--- src/rtl/normalizer.sv ---
// Multi-cycle left normalizer: shifts an operand left one bit per cycle until
// it is normalized (unsigned or two's-complement) and reports the shift count.
module normalizer #(
    parameter int WIDTH = 16,
    localparam int CNT_W = $clog2(WIDTH) + 1
) (
    input  logic             clk,
    input  logic             reset,
    input  logic             in_valid,
    output logic             in_ready,
    input  logic [WIDTH-1:0] in_data,
    input  logic             signed_mode,
    output logic             out_valid,
    input  logic             out_ready,
    output logic [WIDTH-1:0] out_data,
    output logic [CNT_W-1:0] out_count,
    output logic             out_zero
);

    typedef enum logic [1:0] {
        IDLE  = 2'd0,
        SHIFT = 2'd1,
        DONE  = 2'd2
    } state_t;

    state_t             state, state_nxt;
    logic [WIDTH-1:0]   work;
    logic               mode;
    logic [CNT_W-1:0]   count;
    logic               zero;
    logic               is_zero;
    logic               term;

    // Zero never normalizes, so it is detected explicitly to bound the shift count.
    assign is_zero = (work == '0);
    assign term    = is_zero | (mode ? (work[WIDTH-1] ^ work[WIDTH-2]) : work[WIDTH-1]);

    always_ff @(posedge clk or posedge reset) begin
        if (reset) state <= IDLE;
        else       state <= state_nxt;
    end

    always_comb begin
        state_nxt = state;
        case (state)
            IDLE:    if (in_valid)  state_nxt = SHIFT;
            SHIFT:   if (term)      state_nxt = DONE;
            DONE:    if (out_ready) state_nxt = IDLE;
            default:                state_nxt = IDLE;
        endcase
    end

    always_ff @(posedge clk or posedge reset) begin
        if (reset) begin
            work  <= '0;
            mode  <= 1'b0;
            count <= '0;
            zero  <= 1'b0;
        end else begin
            case (state)
                IDLE: if (in_valid) begin
                    work  <= in_data;
                    mode  <= signed_mode;
                    count <= '0;
                    zero  <= 1'b0;
                end
                SHIFT: begin
                    if (is_zero) begin
                        zero <= 1'b1;
                    end else if (!term) begin
                        work  <= {work[WIDTH-2:0], 1'b0};
                        count <= count + CNT_W'(1);
                    end
                end
                default: ;
            endcase
        end
    end

    assign in_ready  = (state == IDLE);
    assign out_valid = (state == DONE);
    assign out_data  = work;
    assign out_count = count;
    assign out_zero  = zero;

endmodule

--- config.mk ---
export PLATFORM = sky130hd
export DESIGN_NAME = normalizer
export DESIGN_NICKNAME = d
export VERILOG_FILES = /design/src/rtl/normalizer.sv
export SDC_FILE = /design/constraint.sdc
export NUM_CORES = 1
export LEC_CHECK = 0
export BUFFER_PORTS_ARGS = -buffer_cell sky130_fd_sc_hd__buf_2
export CORE_MARGIN = 2
export CORE_UTILIZATION = 50
export DETAILED_ROUTE_END_ITERATION = 16
export GPL_TIMING_DRIVEN = 1
export PLACE_DENSITY = 0.79
export SYNTH_ARGS = -nofsm -noshare
export SYNTH_HDL_FRONTEND = slang
export SYNTH_SLANG_ARGS = --single-unit
--- constraint.sdc ---
create_clock -name clk -period 2 [get_ports clk]
set_input_delay 0.2 -clock clk [delete_from_list [all_inputs] [get_ports clk]]
set_output_delay 0.2 -clock clk [all_outputs]
set_load 0.02 [all_outputs]
==> metrics, run 1 <==
Vias 1140; Clk pwr share 7.7%; Avg WL per Cell 16.2 um; GRT Util Overall 21.0%; Synth cell types 32; largest net degree at the start of global routing 26; flop-to-flop setup slack 0.08 ns; GPL Wtd Cong 0.810; synth top area cells dfrtp_1, mux2i_1, a22oi_2; Initial DRT Pass Iterations 6; synthesized area 1370 um^2; type of the worst setup path reg -> reg; average size of a mapped cell 11.5 um^2; Net Switching 1.41 mW; sequential fraction of the synthesis area 45.8%; R2R Path Start out_data[14]; Int Pwr 1.53 mW; initial core utilization 54.2%; vias per cell 5.76; clk_lat worst skew 0.31 ns; Initial DRC Count 18; Worst-path clk slew 0.13 ns; Relative slew margins 63.6%; Tmin final 1.92 ns; hold_sp signed_mode; Reg power frac 33.4%; IO Count 45; FMAX 0.520 GHz; Die H 56.3 um; number of synthesized register bits 25; cts bufs inserted 3; leakage 0.836 nW; Max IR drop VDD 1.04 mV; remaining antenna violation count 0; status finished clean; Gate power share 58.9%; FILL cells 203; Post-synth ARST share 100%; Critical path origin out_data[14]; CTS Sinks 25; first-pass GRT wire length 5270 um; worst-path fanout max 15; share of layout cells above drive strength 1 41.7%; n_diodes 0; Crit. End Element flip-flop; CTS tree built; crit path DAT 2.17 ns; Slew Limit Fails 0; clock skew 0.00470 ns; Worst Hold Class in -> reg; Design Area, Final 1660 um^2; Setup TNS 0 ns; Residual DRC 0; Synth warnings 0; Req. time, crit path 2.25 ns; reg2reg end out_data[14]; Mapped Nets 142; Hold WS 0.0737 ns; clock root cell clkbuf_4; Worst Setup EP out_data[14]; pwr dens 1770 nW/um^2; most common cell in the netlist dfrtp_1; CP Launch Type flip-flop; Post-synth top cells dfrtp_1, mux2i_1, nor2_1, a22oi_2, nand3_1; fin crit share 96.1%; Primary FF master, synth dfrtp_1; die width 56.3 um; Synth-to-Final Area Change 21.5%; row count 18; max cap viols 0; HPWL Detailed 2380 um; fin nets 192; Yosys top cell area share 45.8%; RSZ-0062 raised after global routing no; endpoints failing setup 0; CTS max path bufs 2; number of global-route vias before repair 1146; Slew @ Worst Pin 0.547 ns; Synth Instances 119; EDFF count, synth 0; port bufs 44; core area 2520 um^2; die area 3170 um^2; initial antenna violation count 0; gr ovfl total 0; Placed Area 1610 um^2; DRT Wirelength 3210 um; Final Hold Vio Count 0; Worst R2R Path Depth 7; CTS H-tree depth 1; post-synth top area cell dfrtp_1; sw frac 48.0%
[worst min-delay path by stage]
| stage | end | slack (ns) | cells after the start |
|---|---|---|---|
| 6_report | mode | 0.07 | 3 |
| 5_1_grt | mode | 0.06 | 3 |
| 4_1_cts | mode | 0.07 | 3 |
| 3_5_place_dp | out_count[0] | 0.27 | 3 |
| 3_3_place_gp | out_data[6] | 0.26 | 3 |
| 2_1_floorplan | mode | 0.23 | 1 |
[power by group through the flow]
stage               combinational [mW]  clock [mW]  sequential, mW
floorplan                         1.06           0            1.19
global placement                  1.64           0           0.982
detailed placement                1.70           0           0.995
CTS                               1.71       0.226           0.984
global route                      1.87       0.253            1.02
finish                            1.73       0.227           0.982
[flip-flops by register name, summed over array words and instances (netlist names)]
name,count
mode,1
out_data,16
state,2
out_count,5
out_zero,1
[critical path: stages, from the launching register on]
cell	delay, ns
dfrtp_1	0.38
inv_1	0.07
ha_1	0.32
mux2_4	0.27
a41o_2	0.26
o21a_4	0.24
inv_8	0.13
mux2i_1	0.19
[final cells by class]
type	instances	area [um^2]	share of cell area, %
tap	30	37.5	2.26
inverter	6	30.0	1.81
clock buffer	4	26.3	1.58
timing repair buffer	50	268	16.1
multi-input combinational	83	673	40.5
sequential	25	626	37.7
[layer usage]
layer / vias up / part of all wire [%] / global-route usage, %
li1: 533 / - / -
met3: 6 / 4.5 / 3.23
met1: 564 / 43 / 27.4
met5: - / 0 / 0
met2: 37 / 52 / 36.1
met4: 0 / 0.78 / 6.12
[placed cells by master (no fill, tap or decap), drive strengths merged]
cell type and count:
buf 49, dfrtp 25, mux2i 19, nor2 12
a22oi 11, nand3 7, inv 6, nand2 5
o21ai 4, clkbuf 4, nand2b 2, nor4 2
nor2b 2, o211ai 2, o41ai 2, a21o 2
ha 2, a22o 2, nor4b 1, nor3 1
mux2 1, a41o 1, o21a 1, and2 1
or2 1, and4 1, a32o 1, dlygate4sd3 1
[per-stage QoR]
step | power (mW) | cells | setup WS (ns) | util [%]
global route | 3.14 | 198 | 0.00526 | 65.8
global placement | 2.63 | 192 | 0.152 | 64.0
CTS | 2.92 | 197 | 0.0499 | 65.4
floorplan | 2.25 | 119 | 0.0571 | -
finish | 2.94 | 198 | 0.0780 | 65.8
detailed placement | 2.69 | 192 | 0.0915 | 64.0
[repair_timing]
item,in CTS,in global routing
resized for setup,0,2
setup buffers,0,1
endpoints found under the hold margin,25,0
endpoints found under the setup margin,0,3
hold buffers,1,0
[cell families (layout without fill, tap and decap cells)]
group	after synthesis	after routing	synth area share, %
AO/OA/AOI/OAI	26	26	18.3
adder cells (fa/ha/maj)	2	2	1.83
buffers and inverters	11	60	4.94
flip-flops	25	25	45.8
multiplexers	20	20	15.0
AND/OR/NAND/NOR	35	35	14.1
Note: power is estimated with default switching activity, not from simulation.
==> inputs of run 2 (changes only) <==
Settings changed: CORE_MARGIN 2 to not set.
==> run 2 against run 1 <==
Routed wire length up 0.37%. Final area up 0.15%. Worst setup slack worse by 0.0082 ns. Clock skew up 0.0040 ns. Die area down 7.0%. Clock-buffer cell count unchanged. Non-clock buffer count down 2. Worst hold slack better by 0.0014 ns. Via count up 0.61%. First-iteration DRC count down 44%. Combinational power about the same. Sequential power up 0.8%. Critical endpoint is now out_data[15]. Highest routed layer unchanged.
==> metrics, run 2 (synthesis gave the netlist of run 1 again) <==
number of global-route vias before repair 1012; R2R Path Start out_data[15]; gr ovfl total 0; fin nets 191; Vias 1147; Initial DRT Pass Iterations 4; endpoints failing setup 0; fin crit share 96.5%; Max stage delay on crit path 0.42 ns; DRT Wirelength 3220 um; max reg flops 16; HPWL Detailed 2310 um; initial antenna violation count 0; remaining antenna violation count 0; pre-CTS WS 0.106 ns; Slew Limit Fails 0; max cap viols 0; crit path DAT 2.17 ns; n_diodes 0; Final Hold Vio Count 0; Initial DRC Count 10; cts bufs inserted 3; GPL Wtd Cong 0.847; CTS tree built; Worst R2R Path Depth 7; port bufs 44; type of the worst setup path reg -> reg; vias per cell 5.82; Tmin final 1.93 ns; largest net degree at the start of global routing 26; CP Launch Type flip-flop; Die H 54.3 um; Critical path origin out_data[15]; clock root cell clkbuf_4; share of layout cells above drive strength 1 42.5%; critical path's slowest cell dfrtp_1; Worst Hold Class in -> reg; Synth-to-Final Area Change 21.7%; area of the multi-input gates 677 um^2; worst-path fanout max 8; Max IR drop VDD 1.04 mV; pwr dens 1780 nW/um^2; Int Pwr 1.52 mW; FILL cells 197; clock skew 0.00872 ns; die width 54.3 um; CTS max path bufs 2; status finished clean; Gate power share 59.0%; commonest non-fill, non-tap cell in the layout buf_2; core area 2520 um^2; Reg power frac 33.4%; most frequent cells in the layout buf_2, dfrtp_1, mux2i_1; worst setup margin 0.0699 ns; CTS Sinks 25; first-pass GRT wire length 4680 um; Storage cell area 626 um^2; Net Switching 1.44 mW; row count 18; Residual DRC 0; reg2reg end out_data[15]; Crit. End Element flip-flop; critical-path cell list inv_2 > ha_1 > mux2_4 > a41o_2 > o21a_4 > clkinv_8 > mux2i_2; CP delay by family, top compound AO/OA/AOI/OAI gates; Worst-path clk slew 0.13 ns; Req. time, crit path 2.24 ns; initial core utilization 54.2%; flop-to-flop setup slack 0.07 ns; CTS H-tree depth 1; Placed Area 1610 um^2; Relative slew margins 66.1%; die area 2950 um^2; Design Area, Final 1660 um^2; RSZ-0062 raised after global routing no; IO Count 45; GRT Util Overall 23.2%; sw frac 48.7%; Clk pwr share 7.6%; Avg WL per Cell 16.4 um; Setup TNS 0 ns; Worst Setup EP out_data[15]; FMAX 0.518 GHz; stages on the worst setup path 7; Slew @ Worst Pin 0.509 ns; Critical path buffers and inverters 2; leakage 0.831 nW; clk_lat worst skew 0.32 ns
==> run 2: power by group through the flow <==
| stage | clock network, mW | registers [mW] | logic [mW] |
|---|---|---|---|
| finish | 0.226 | 0.990 | 1.75 |
| global route | 0.247 | 1.02 | 1.88 |
| CTS | 0.231 | 0.986 | 1.69 |
| detailed placement | 0 | 0.996 | 1.68 |
| global placement | 0 | 0.982 | 1.63 |
| floorplan | 0 | 1.19 | 1.06 |
==> run 2: how the worst min path moves through the flow <==
stage,endpoint,slack [ns],start,depth (start not counted)
2_1_floorplan,mode,0.23,reset,1
3_3_place_gp,out_data[6],0.26,reset,3
3_5_place_dp,out_data[6],0.27,reset,3
4_1_cts,mode,0.07,signed_mode,3
5_1_grt,mode,0.1,signed_mode,3
6_report,mode,0.08,signed_mode,3
==> run 2: final cells by class <==
class,count,area share (%)
multi-input combinational,83,40.7
sequential,25,37.6
timing repair buffer,48,15.2
tap,30,2.26
inverter,6,2.11
clock buffer,4,1.58
timing repair inverter,1,0.527
==> run 2: worst min-delay path: stages <==
cell and delay, ns:
buf_2 0.08, nand2_1 0.04, nand2_1 0.05
==> run 2: metal layers <==
| layer | global-route usage [%] | up-vias | part of all wire [%] |
|---|---|---|---|
| met5 | 0 | - | 0 |
| met4 | 9.83 | 0 | 1.2 |
| met3 | 3.33 | 5 | 2.9 |
| met2 | 40.4 | 30 | 52 |
| met1 | 28.4 | 572 | 44 |
| li1 | - | 540 | - |
==> run 2: timing repair <==
item | CTS | global route
setup buffers | 0 | 0
endpoints found under the setup margin | 0 | 2
endpoints found under the hold margin | 25 | 0
resized for setup | 0 | 4
hold buffers | 1 | 0
==> run 2: per-stage QoR <==
stage / hold slack [ns] / util (%) / instances / total power, mW
final: 0.0751 / 65.9 / 197 / 2.96
after global routing: 0.0954 / 65.9 / 197 / 3.14
after CTS: 0.0679 / 65.1 / 196 / 2.91
after detailed placement: 0.271 / 63.7 / 191 / 2.67
after global placement: 0.262 / 63.7 / 191 / 2.61
after floorplan: 0.227 / - / 119 / 2.25
